`config.mk`:
```
export PLATFORM = sky130hd
export DESIGN_NAME = mem_stage
export DESIGN_NICKNAME = d
export VERILOG_FILES = /design/src/rtl/mem_stage.sv
export SDC_FILE = /design/constraint.sdc
export NUM_CORES = 1
export LEC_CHECK = 0
export BUFFER_PORTS_ARGS = -buffer_cell sky130_fd_sc_hd__buf_2
export CAP_MARGIN = 20
export CORE_UTILIZATION = 49
export DETAILED_ROUTE_END_ITERATION = 10
export PLACE_DENSITY = 0.91
export SYNTH_ARGS = -nofsm -noshare
export SYNTH_HDL_FRONTEND = slang
export SYNTH_SLANG_ARGS = --single-unit
```
`constraint.sdc`:
```
create_clock -name clk -period 3.96 [get_ports clk]
set_input_delay 0.396 -clock clk [delete_from_list [all_inputs] [get_ports clk]]
set_output_delay 0.396 -clock clk [all_outputs]
set_load 0.02 [all_outputs]
```
`src/rtl/mem_stage.sv`:
```
// mem_stage: memory stage of the five-stage pipeline.
// Takes the X/M register, performs loads/stores over a variable-latency
// req/ack data-memory port, and drives the M/W register. While an access is
// outstanding it stalls upstream and feeds bubbles into M/W.
//
// Ports
//   clk, rst                 clock, synchronous active-high reset
//   xm_*                     X/M pipeline register fields (inputs)
//   mem_stall                combinational stall for PC, F/D, D/X, X/M
//   dmem_req/we/addr/wdata   registered data-memory request
//   dmem_rdata, dmem_ack     data-memory response
//   mw_*                     registered M/W pipeline register fields
//   fwd_valid/rd/data        combinational MEM-stage forwarding source
//   bus_err                  sticky, set when an access times out
//
// state   | meaning
// --------+-----------------------------------------------------------
// ST_IDLE | no access outstanding; non-memory ops pass through in 1 cycle
// ST_WAIT | dmem_req held high, waiting for dmem_ack or the timeout

module mem_stage #(
   parameter int DW      = 16,
   parameter int TIMEOUT = 255
) (
   input  logic          clk,
   input  logic          rst,
   input  logic          xm_valid,
   input  logic          xm_mem_rd,
   input  logic          xm_mem_wr,
   input  logic [DW-1:0] xm_alu_result,
   input  logic [DW-1:0] xm_store_data,
   input  logic [3:0]    xm_rd,
   input  logic          xm_reg_wr,
   input  logic          xm_hlt,
   output logic          mem_stall,
   output logic          dmem_req,
   output logic          dmem_we,
   output logic [DW-1:0] dmem_addr,
   output logic [DW-1:0] dmem_wdata,
   input  logic [DW-1:0] dmem_rdata,
   input  logic          dmem_ack,
   output logic          mw_valid,
   output logic          mw_reg_wr,
   output logic          mw_hlt,
   output logic [3:0]    mw_rd,
   output logic [DW-1:0] mw_data,
   output logic          fwd_valid,
   output logic [3:0]    fwd_rd,
   output logic [DW-1:0] fwd_data,
   output logic          bus_err
);

   typedef enum logic {ST_IDLE, ST_WAIT} state_t;

   localparam logic [7:0] TMO = 8'(TIMEOUT);

   state_t     state;
   logic [7:0] wcnt;      // wait cycles remaining before the access is abandoned
   logic       mem_op;
   logic       wcnt_tc;

   assign mem_op  = xm_valid & (xm_mem_rd | xm_mem_wr);
   assign wcnt_tc = (wcnt == 8'd0);

   // A loaded value is not available until M/W, so loads are not forwarded here.
   assign fwd_valid = xm_valid & xm_reg_wr & ~xm_mem_rd;
   assign fwd_rd    = xm_rd;
   assign fwd_data  = xm_alu_result;

   always_comb begin
      mem_stall = 1'b0;
      if (state == ST_IDLE) mem_stall = mem_op;
      else                  mem_stall = ~dmem_ack & ~wcnt_tc;
   end

   always_ff @(posedge clk) begin
      if (rst) begin
         state      <= ST_IDLE;
         wcnt       <= '0;
         dmem_req   <= 1'b0;
         dmem_we    <= 1'b0;
         dmem_addr  <= '0;
         dmem_wdata <= '0;
         mw_valid   <= 1'b0;
         mw_reg_wr  <= 1'b0;
         mw_hlt     <= 1'b0;
         mw_rd      <= '0;
         mw_data    <= '0;
         bus_err    <= 1'b0;
      end else begin
         case (state)
            ST_IDLE: begin
               if (mem_op) begin
                  state      <= ST_WAIT;
                  wcnt       <= TMO;
                  dmem_req   <= 1'b1;
                  dmem_we    <= xm_mem_wr;
                  dmem_addr  <= xm_alu_result;
                  dmem_wdata <= xm_store_data;
                  mw_valid   <= 1'b0;
                  mw_reg_wr  <= 1'b0;
                  mw_hlt     <= 1'b0;
               end else begin
                  mw_valid  <= xm_valid;
                  mw_reg_wr <= xm_reg_wr;
                  mw_hlt    <= xm_hlt;
                  mw_rd     <= xm_rd;
                  mw_data   <= xm_alu_result;
               end
            end
            ST_WAIT: begin
               if (dmem_ack || wcnt_tc) begin
                  // Completion: ack wins over a coincident timeout.
                  state     <= ST_IDLE;
                  dmem_req  <= 1'b0;
                  mw_valid  <= 1'b1;
                  mw_reg_wr <= xm_reg_wr;
                  mw_hlt    <= xm_hlt;
                  mw_rd     <= xm_rd;
                  if (dmem_ack) begin
                     mw_data <= dmem_we ? xm_alu_result : dmem_rdata;
                  end else begin
                     mw_data <= '0;
                     bus_err <= 1'b1;
                  end
               end else begin
                  wcnt      <= wcnt - 8'd1;
                  mw_valid  <= 1'b0;
                  mw_reg_wr <= 1'b0;
                  mw_hlt    <= 1'b0;
               end
            end
            default: state <= ST_IDLE;
         endcase
      end
   end

endmodule

```
---- Word level (Yosys, flattened, before mapping) ----
Cells that the tools add are included.
Widths: inputs -> output; s select.
operators by class
  reductions and logical operators ........ 7
  equal/unequal tests ..................... 4
  add/sub/neg operators ................... 1
  bitwise gates (word level) .............. 9
  multiplexer cells ....................... 27
operators by type and width
  cell                 number
  $mux 16              4
  $pmux 16 s2          1
  $mux 8               2
  $pmux 8 s2           1
  $mux 1               11
  $pmux 1 s2           5
  $logic_not 8->1      1
  $mux 4               2
  $pmux 4 s2           1
  $reduce_and 2->1     4
  $sub 8x1->8 const B  1
  $ne 2x2->1 const B   3
  $and 1x1->1          4
  $not 1->1            4
  $reduce_and 3->1     1
  $ne 2x1->1 const B   1
  $logic_or 1x1->1     1
  $or 1x1->1           1
storage, ports and cells
  bits of input ports ..................... 60
  logic and storage cells ................. 60
  flip-flop bits (word level) ............. 67

---- Longest topological paths before layout ----
Gate-level depths: netlist of the first run.
  word-level depth ........................ 4
  gate-level depth with buffers ........... 7
  gate-level depth less buffers ........... 6

---- Least setup slack after synthesis of the first run ----
No wires, ideal clock.
  kind .................................... reg2out
  start point ............................. reg wcnt[0]
  end point ............................... out mem_stall
  data required time ...................... 3.564 ns
  slack ................................... 2.117 ns
  cell stages (with the launch flop) ...... 6
  data arrival time ....................... 1.447 ns
  path through ............................ dfxtp_1 -> inv_1 -> ha_1 -> or3b_2 -> o21ai_2 -> nand2_1
on the way
  word-level cells in the longest chain between the ends .. 4
RTL lines
  element                 RTL line  text
  from (decl)             58        logic [7:0] wcnt;
  from (signal assigned)  127       wcnt <= wcnt - 8'd1;
  $logic_not 8->1         63        assign wcnt_tc = (wcnt == 8'd0);
  $not 1->1               73        else mem_stall = ~dmem_ack & ~wcnt_tc;
  $and 1x1->1             73
  $mux 1                  72        if (state == ST_IDLE) mem_stall = mem_op;
  to (decl)               35        output logic mem_stall,
No other way between the ends.

---- Worst setup path after layout of the first run ----
Ends and elaborated chain as after synthesis.

==> impl_summary.log, run 1 <==
[metrics] result of the run: finished clean
[metrics] Core Box Area: 5270 µm²
[metrics] buffer depth of the longest clock path: 2
[metrics] startpoint class of the critical path: flip-flop
[metrics] die extent in y: 77.0 µm
[metrics] CP delay by family, top: simple AND/OR/NAND/NOR gates
[metrics] Reg2Reg Setup Slack: 1.86 ns
[metrics] die area: 5930 µm²
[metrics] largest fanout of any net on the critical path: 6
[metrics] Syn. warnings: 0
[metrics] part of the total power dissipated in the clock network: a little over 30%
[metrics] half-perimeter wire length of the detailed placement result: 4930 µm
[metrics] number of setup buffers added after CTS: 0
[metrics] overflow left after global routing: 0
[metrics] number of register bits inferred by synthesis: 67
[metrics] sw power: 0.477 mW
[metrics] iteration count of the initial detailed-routing pass: 4
[metrics] number of clock sinks seen by CTS: 67
[metrics] startpoint of the most critical hold path: xm_store_data[11]
[metrics] critical path required time: 3.56 ns
[metrics] # IOs: 140
[metrics] highest-count cells in the layout ignoring fill and taps: sky130_fd_sc_hd__buf_2, sky130_fd_sc_hd__nand2_1, sky130_fd_sc_hd__dfxtp_1, sky130_fd_sc_hd__a21oi_1, sky130_fd_sc_hd__mux2i_1
[metrics] sequential fraction of the synthesis area: around 49%
[metrics] longest individual stage delay on the worst path: about 0.51 ns
[metrics] DRC violations left: 0
[metrics] worst clock skew on the final layout: 0.0101 ns
[metrics] layout cells sized above 1: 38.3%
[metrics] num rows: 26
[metrics] cell with the biggest individual delay on the critical path: sky130_fd_sc_hd__or3b_2
[metrics] buffering stage count on the worst path with inverters included: 2
[metrics] count of input and output buffers: about 140
[metrics] Max Cap Viol: 0
[metrics] via count of the first global-routing pass: between 2000 and 2500
[metrics] most frequent standard cell in the layout excluding fill and tap cells: sky130_fd_sc_hd__buf_2
[metrics] initial core utilization: ~52%
[metrics] Max Fclk: roughly 0.4 GHz
[metrics] relative contribution of combinational cells to total power: 20.4%
[metrics] Chip Width: 77.0 µm
[metrics] unrepaired setup endpoints after global routing: false
[metrics] Worst VDD drop: 0.243 mV
[metrics] clock buffer count from CTS: 9
[metrics] CP Capture Type: output pin
[metrics] number of cells in the finished layout apart from fillers: 506
[metrics] pin count of the biggest net entering global routing: just under 60
[metrics] Synth Net Count: 379
[metrics] time the final worst path needs with I/O delays and setup: 2.48 ns
[metrics] cell area reported after detailed placement: about 3300 µm²
[metrics] clock latency at the later pin of the worst-skew pair: 0.33 ns
[metrics] Netlist Area Pre-Place: 2760 µm²
[metrics] total power density per cell area: 438 nW/µm²
[metrics] sequential cell fraction of total power: 48.9%
[metrics] switching share of power: 30.9%
[metrics] CTS-repair resized insts: 0
[metrics] worst rel slew slack: 29.8%
[metrics] fin nets: 493
[metrics] syn avg cell area: 8.70 µm²
[metrics] final wirelength: 7040 µm
[metrics] distinct cell type count of the synthesized netlist: 33
[metrics] post-route cell area: around 3500 µm²
[metrics] wire length of the first global-routing pass: 11200 µm
[metrics] average wire per standard cell: about 14 µm
[metrics] Cells after Synth: about 320
[metrics] Max Slew Vio Count: 0
[metrics] initial antenna violation count: 0
[metrics] gr usage total: 23.9%
[metrics] post-synthesis to final-layout area growth: 28.0%
[metrics] Clock Pin Slew Worst Setup and Hold Paths: 0.08 ns
[metrics] cts-stage hold buffer count: 0
[metrics] endpoints failing setup: 0
[metrics] H-tree depth reported by CTS: 3
[metrics] diode insertion count for antenna repair: 0
[metrics] setup TNS: 0 ns
[metrics] Final Hold Viols: 0
[metrics] source of the critical timing path: wcnt[0]
[metrics] post-route antenna net violation count: 0
[metrics] TritonCTS clock tree: done
[metrics] FF-to-FF Start: wcnt[0]
[metrics] type of the worst setup path: flip-flop to output pin
[metrics] Placed Instances: 488
[metrics] Worst EP arrival: 2.08 ns
[metrics] Internal Dissipation: 1.07 mW
[metrics] leakage dissipation: 1.64 nW
[metrics] post-DR vias/cell: around 5.3
[metrics] final period utilization: 62.6%
[metrics] list of cells traversed by the critical path: inv_1 -> ha_1 -> or3b_2 -> o21ai_2 -> nand2_1 -> buf_2
[metrics] DRC marker count from the first detailed-route iteration: 175
[metrics] pin slew with the least headroom to its limit: 1.05 ns
[metrics] routability-driven placement congestion ratio: 0.816
[metrics] classification of the worst-slack hold path: primary input to flip-flop
[metrics] total via count in the routed design: 2674
[metrics] Clk Tree Root Cell: sky130_fd_sc_hd__clkbuf_8
-- cell type report --
cell class	instances	area [µm²]
well taps	70	87.6
fillers	442	1740
multi-input cells	207	1190
clock buffers	11	131
inverters	3	11.3
repair buffers	143	738
flip-flops and latches	67	1340
clock inverters	5	30.0
-- sequential cells by signal, summed over array words and instances (netlist names) --
register	count
dmem_we	1
mw_data	16
mw_valid	1
state	1
dmem_wdata	16
dmem_req	1
dmem_addr	16
mw_reg_wr	1
bus_err	1
mw_hlt	1
wcnt	8
mw_rd	4
-- stage by stage --
| stage | worst slack (ns) | total power, mW | utilization, % | hold WS [ns] |
|---|---|---|---|---|
| finish | 1.48 | 1.55 | 67.0 | 0.291 |
| global route | 1.35 | 1.62 | 67.0 | 0.288 |
| CTS | 1.41 | 1.55 | 66.5 | 0.284 |
| detailed placement | 1.45 | 1.08 | 63.4 | 0.441 |
| global placement | 1.56 | 1.07 | 63.4 | 0.439 |
| floorplan | 2.12 | 0.975 | - | 0.477 |
-- path summary, 6_finish.rpt --
check / to / depth (start not counted)
max: mem_stall / 6
min: dmem_wdata[11] / 3
max reg2reg: mw_data[14] / 7
min reg2reg: dmem_addr[14] / 2
-- layer usage --
| metal | global-route usage [%] | vias up | part of all wire (%) |
|---|---|---|---|
| met5 | 0 | - | 0 |
| met4 | 10.6 | 0 | 2.1 |
| met3 | 5.12 | 19 | 5.7 |
| li1 | - | 1302 | - |
| met1 | 28.6 | 1249 | 43 |
| met2 | 41.1 | 104 | 49 |
-- Yosys cell counts --
master	n	area [µm²]
sky130_fd_sc_hd__a211oi_1	4	30.0
sky130_fd_sc_hd__a21oi_1	50	250
sky130_fd_sc_hd__a22oi_1	1	7.51
sky130_fd_sc_hd__a31oi_1	1	6.26
sky130_fd_sc_hd__and3b_1	1	8.76
sky130_fd_sc_hd__buf_1	2	7.51
sky130_fd_sc_hd__buf_2	2	10.0
sky130_fd_sc_hd__buf_4	20	150
sky130_fd_sc_hd__clkbuf_1	16	60.1
sky130_fd_sc_hd__dfxtp_1	67	1340
sky130_fd_sc_hd__ha_1	2	25.0
sky130_fd_sc_hd__inv_1	3	11.3
sky130_fd_sc_hd__mux2_2	4	45.0
sky130_fd_sc_hd__mux2i_1	14	140
sky130_fd_sc_hd__nand2_1	67	251
sky130_fd_sc_hd__nand2b_1	1	6.26
sky130_fd_sc_hd__nand3_1	10	50.1
sky130_fd_sc_hd__nor2_1	5	18.8
sky130_fd_sc_hd__nor2b_1	4	25.0
sky130_fd_sc_hd__nor3_1	3	15.0
sky130_fd_sc_hd__nor3b_1	3	22.5
sky130_fd_sc_hd__nor4_1	2	12.5
sky130_fd_sc_hd__o211a_1	1	10.0
sky130_fd_sc_hd__o21a_1	2	15.0
sky130_fd_sc_hd__o21ai_0	9	45.0
sky130_fd_sc_hd__o21ai_1	1	5.00
sky130_fd_sc_hd__o21ai_2	1	8.76
sky130_fd_sc_hd__o2bb2ai_1	13	114
sky130_fd_sc_hd__or3_1	4	25.0
sky130_fd_sc_hd__or3b_2	1	8.76
sky130_fd_sc_hd__or4_4	1	11.3
sky130_fd_sc_hd__or4b_1	1	10.0
sky130_fd_sc_hd__or4b_2	1	10.0
-- cells by family (layout without fill, tap and decap cells) --
kind of cell    Yosys count  in the layout  synth area share, %
simple gates            104            104                 17.2
fa+ha+maj                 2              2                0.907
buf+inv                  43            162                 8.67
compound gates           83             83                 17.8
flops                    67             67                 48.6
mux                      18             18                 6.71
-- power groups by stage --
| stage | Sequential (mW) | Clock, mW | Combinational, mW |
|---|---|---|---|
| after floorplan | 0.818 | 0 | 0.158 |
| after global placement | 0.769 | 0 | 0.301 |
| after detailed placement | 0.769 | 0 | 0.310 |
| after CTS | 0.755 | 0.480 | 0.311 |
| after global routing | 0.761 | 0.518 | 0.344 |
| final | 0.755 | 0.475 | 0.315 |
-- tightest hold or removal path, cell delays in order --
cell and delay (ns):
sky130_fd_sc_hd__buf_2 0.09, sky130_fd_sc_hd__nand2_1 0.04, sky130_fd_sc_hd__a21oi_1 0.05
Note: power is estimated with default switching activity, not from simulation.
==> inputs of run 2 (changes only) <==
--- a/config.mk
+++ b/config.mk
@@ -5,11 +5,12 @@
 export SDC_FILE = /design/constraint.sdc
 export NUM_CORES = 1
 export LEC_CHECK = 0
+export ABC_AREA = 1
 export BUFFER_PORTS_ARGS = -buffer_cell sky130_fd_sc_hd__buf_2
 export CAP_MARGIN = 20
-export CORE_UTILIZATION = 49
+export CORE_UTILIZATION = 42
 export DETAILED_ROUTE_END_ITERATION = 10
-export PLACE_DENSITY = 0.91
+export PLACE_DENSITY = 0.83
 export SYNTH_ARGS = -nofsm -noshare
 export SYNTH_HDL_FRONTEND = slang
 export SYNTH_SLANG_ARGS = --single-unit
==> constraint.sdc (replaced) <==
create_clock -name clk -period 2.1 [get_ports clk]
set_input_delay 0.21 -clock clk [delete_from_list [all_inputs] [get_ports clk]]
set_output_delay 0.21 -clock clk [all_outputs]
set_load 0.02 [all_outputs]
==> run 2 against run 1 <==
- total power increased by 120%
- first-iteration DRC count decreased by 23%
- via count increased by 11%
- global-route usage decreased by 3.1 points
- combinational power increased by 140%
- flip-flop and latch count unchanged
- non-clock buffer count increased by 6
- utilization decreased by 11 points
- hold slack got worse by 0.18 ns
- count of clock-buffer cells in the layout decreased by 1
- synthesized cell count increased by 26%
- register-to-register slack got worse by 1.3 ns
- largest power group unchanged
==> impl_summary.log, run 2 <==
[metrics] result of the run: finished clean
[metrics] leading registers by flop count: dmem_addr: 16 flops, dmem_wdata: 16 flops, mw_data: 16 flops
[metrics] pin count of the biggest net entering global routing: 36 (-38%)
[metrics] Async S/R FF share, synth: 0% (unchanged)
[metrics] clock latency at the later pin of the worst-skew pair: 0.33 ns (about the same)
[metrics] leakage dissipation: 1.96 nW (+20%)
[metrics] cell area reported after detailed placement: 3550 µm² (+6.1%)
[metrics] total via count in the routed design: 2972 (+11%)
[metrics] worst rel slew slack: 72.4% (+43 points)
[metrics] wire length of the first global-routing pass: 12000 µm (+7.4%)
[metrics] Synth Net Count: 460 (+21%)
[metrics] CP delay by family, top: flip-flops
[metrics] number of clock sinks seen by CTS: 67 (unchanged)
[metrics] initial core utilization: 43.4% (-9.0 points)
[metrics] ranking of synthesized cells by area: sky130_fd_sc_hd__dfxtp_1, sky130_fd_sc_hd__nor2_1, sky130_fd_sc_hd__o21ai_0, sky130_fd_sc_hd__nand2_1, sky130_fd_sc_hd__buf_4
[metrics] final period utilization: approximately nine tenths
[metrics] TritonCTS clock tree: done
[metrics] Worst VDD drop: 0.452 mV (+86%)
[metrics] Clock Pin Slew Worst Setup and Hold Paths: 0.07 ns (about the same)
[metrics] critical path required time: 1.89 ns (-1.67 ns)
[metrics] most frequent standard cell in the layout excluding fill and tap cells: sky130_fd_sc_hd__buf_2
[metrics] num rows: 30 (+15%)
[metrics] final wirelength: 7490 µm (+6.5%)
[metrics] half-perimeter wire length of the detailed placement result: 5480 µm (+11%)
[metrics] setup TNS: 0 ns (unchanged)
[metrics] post-synthesis to final-layout area growth: 28.7%
[metrics] iteration count of the initial detailed-routing pass: 5 (+1)
[metrics] Place WS: 0.387 ns (-1.06 ns)
[metrics] Worst EP arrival: 1.69 ns (-0.39 ns)
[metrics] fill cell count: 624 (+41%)
[metrics] pin slew with the least headroom to its limit: 0.414 ns (-0.635 ns)
[metrics] cell with the biggest individual delay on the critical path: sky130_fd_sc_hd__dfxtp_1
[metrics] clock buffer count from CTS: 9 (unchanged)
[metrics] classification of the worst-slack hold path: primary input to flip-flop
[metrics] buffering stage count on the worst path with inverters included: 2 (unchanged)
[metrics] Clk Tree Root Cell: sky130_fd_sc_hd__clkbuf_8
[metrics] largest fanout of any net on the critical path: 19 (+13)
[metrics] CP Capture Type: output pin
[metrics] Chip Width: 85.5 µm (+11%)
[metrics] startpoint class of the critical path: flip-flop
[metrics] average wire per standard cell: 12.4 µm (-11%)
[metrics] fraction of post-synthesis cell area in the top cell type by area: 45.8% (-2.8 points)
[metrics] DRC violations left: 0 (unchanged)
[metrics] area used by multi-input combinational logic: 1220 µm² (+2.8%)
[metrics] overflow left after global routing: 0 (unchanged)
[metrics] time the final worst path needs with I/O delays and setup: 1.90 ns
[metrics] post-route antenna net violation count: 0 (unchanged)
[metrics] longest individual stage delay on the worst path: 0.34 ns (-0.17 ns)
[metrics] die extent in y: 85.5 µm (+11%)
[metrics] count of input and output buffers: 139 (unchanged)
[metrics] routability-driven placement congestion ratio: 0.904 (+11%)
[metrics] post-DR vias/cell: 4.94 (-6.6%)
[metrics] sequential fraction of the synthesis area: 45.8% (-2.8 points)
[metrics] endpoints failing setup: 0 (unchanged)
[metrics] Final Hold Viols: 0 (unchanged)
[metrics] Max Slew Vio Count: 0 (unchanged)
[metrics] leading cell type by number of instances after synthesis: sky130_fd_sc_hd__nor2_1
[metrics] fin nets: 580 (+18%)
[metrics] distinct cell type count of the synthesized netlist: 26 (-21%)
[metrics] post-route cell area: 3770 µm² (+6.8%)
[metrics] Core Box Area: 6760 µm² (+28%)
[metrics] via count of the first global-routing pass: 2760 (+14%)
[metrics] H-tree depth reported by CTS: 3 (unchanged)
[metrics] layout cells sized above 1: 34.1% (-4.2 points)
[metrics] cell taking the most area after synthesis: sky130_fd_sc_hd__dfxtp_1
[metrics] Max Fclk: 0.526 GHz
[metrics] Netlist Area Pre-Place: 2930 µm² (+6.2%)
[metrics] gr usage total: 20.8% (-3.1 points)
[metrics] buffer depth of the longest clock path: 2 (unchanged)
[metrics] list of cells traversed by the critical path: inv_1 -> ha_1 -> nand3_1 -> o21ai_4 -> nand2_4 -> buf_2
[metrics] syn avg cell area: 7.36 µm² (-15%)
[metrics] unrepaired setup endpoints after global routing: false
[metrics] Post-synth EDFFs: 0 (unchanged)
[metrics] worst clock skew on the final layout: 0.00769 ns (-0.00240 ns)
[metrics] Syn. warnings: 0 (unchanged)
[metrics] cts-stage hold buffer count: 0 (unchanged)
[metrics] minimum setup slack in the final design: 0.199 ns (-1.28 ns)
[metrics] Cells after Synth: 398 (+26%)
[metrics] diode insertion count for antenna repair: 0 (unchanged)
[metrics] number of register bits inferred by synthesis: 67 (unchanged)
[metrics] leading cell types by count after synthesis: sky130_fd_sc_hd__nor2_1, sky130_fd_sc_hd__dfxtp_1, sky130_fd_sc_hd__nand2_1
[metrics] initial antenna violation count: 0 (unchanged)
[metrics] prevailing post-synth register cell: sky130_fd_sc_hd__dfxtp_1
[metrics] smallest hold slack: 0.108 ns (-0.183 ns)
[metrics] Max Cap Viol: 0 (unchanged)
[metrics] total power density per cell area: 896 nW/µm² (+100%)
[metrics] DRC marker count from the first detailed-route iteration: 134 (-23%)
[metrics] # IOs: 140 (unchanged)
[metrics] die area: 7310 µm² (+23%)
[metrics] highest-count cells in the layout ignoring fill and taps: sky130_fd_sc_hd__buf_2, sky130_fd_sc_hd__nor2_1, sky130_fd_sc_hd__dfxtp_1, sky130_fd_sc_hd__nand2_1, sky130_fd_sc_hd__o21ai_0
[metrics] sequential cell area: 1340 µm² (unchanged)
[metrics] type of the worst setup path: flip-flop to output pin
==> run 2: cell count changes after synthesis, moves of 11 or more <==
cell | previous run | this run
sky130_fd_sc_hd__inv_1 | 3 | 24
sky130_fd_sc_hd__a21oi_1 | 50 | 24
sky130_fd_sc_hd__o21ai_0 | 9 | 43
sky130_fd_sc_hd__mux2i_1 | 14 | 0
sky130_fd_sc_hd__nand2_1 | 67 | 56
sky130_fd_sc_hd__nor2_1 | 5 | 90
sky130_fd_sc_hd__o2bb2ai_1 | 13 | 0
==> run 2: path summary, 6_finish.rpt <==
path | start | endpoint | slack, ns | cells past startpoint
setup / recovery | wcnt[0] | mem_stall | 0.20 | 6
hold / removal | xm_hlt | mw_hlt | 0.11 | 3
setup reg to reg | wcnt[0] | mw_data[2] | 0.52 | 9
hold reg to reg | mw_data[15] | mw_data[15] | 0.45 | 2
==> run 2: final cells by class <==
type / count / share of cell area [%]
clock inverter: 5 / 2.06
tap: 80 / 2.66
sequential: 67 / 35.6
multi-input combinational: 263 / 32.5
inverter: 28 / 2.79
clock buffer: 10 / 3.65
timing repair buffer: 149 / 20.8
==> run 2: through the flow <==
step / power (mW) / cells / util, %
floorplan: 2.01 / 398 / -
global placement: 2.23 / 586 / 52.5
detailed placement: 2.25 / 586 / 52.5
CTS: 3.41 / 601 / 55.7
global route: 3.55 / 602 / 55.8
finish: 3.38 / 602 / 55.8
==> run 2: logic make-up after synthesis <==
logic type	Yosys count	synth area share, %
compound gates	79	14.8
fa+ha+maj	2	0.854
buf+inv	68	12.4
flops	67	45.8
simple gates	182	26.2
==> run 2: worst reg2reg max path: stages (launching register included) <==
cell                      delay [ns]
sky130_fd_sc_hd__dfxtp_1        0.34
sky130_fd_sc_hd__inv_1          0.12
sky130_fd_sc_hd__ha_1           0.18
sky130_fd_sc_hd__nand3_1        0.14
sky130_fd_sc_hd__o21ai_4        0.20
sky130_fd_sc_hd__nand2_4        0.18
sky130_fd_sc_hd__nand2_4        0.11
sky130_fd_sc_hd__inv_2          0.10
sky130_fd_sc_hd__nand2_1        0.08
sky130_fd_sc_hd__nand2_1        0.04
==> run 2: where the power goes <==
group | leakage, nW | total (mW) | internal, mW | switching, mW
Combinational | 1.29 | 0.760 | 0.268 | 0.492
Sequential | 0.555 | 1.46 | 1.39 | 0.0702
Clock | 0.108 | 1.16 | 0.690 | 0.467
==> run 2: what timing repair did <==
action	CTS	global route
gates resized for setup	0	0
setup buffers	0	1
endpoints found under the setup margin	0	1
==> run 2: layer usage <==
layer / up-vias / part of all wire (%) / track usage [%]
li1: 1493 / - / -
met1: 1340 / 40 / 23.1
met2: 128 / 50 / 37.6
met3: 11 / 7.9 / 4.91
met4: 0 / 1.4 / 9.70
met5: - / 0 / 0
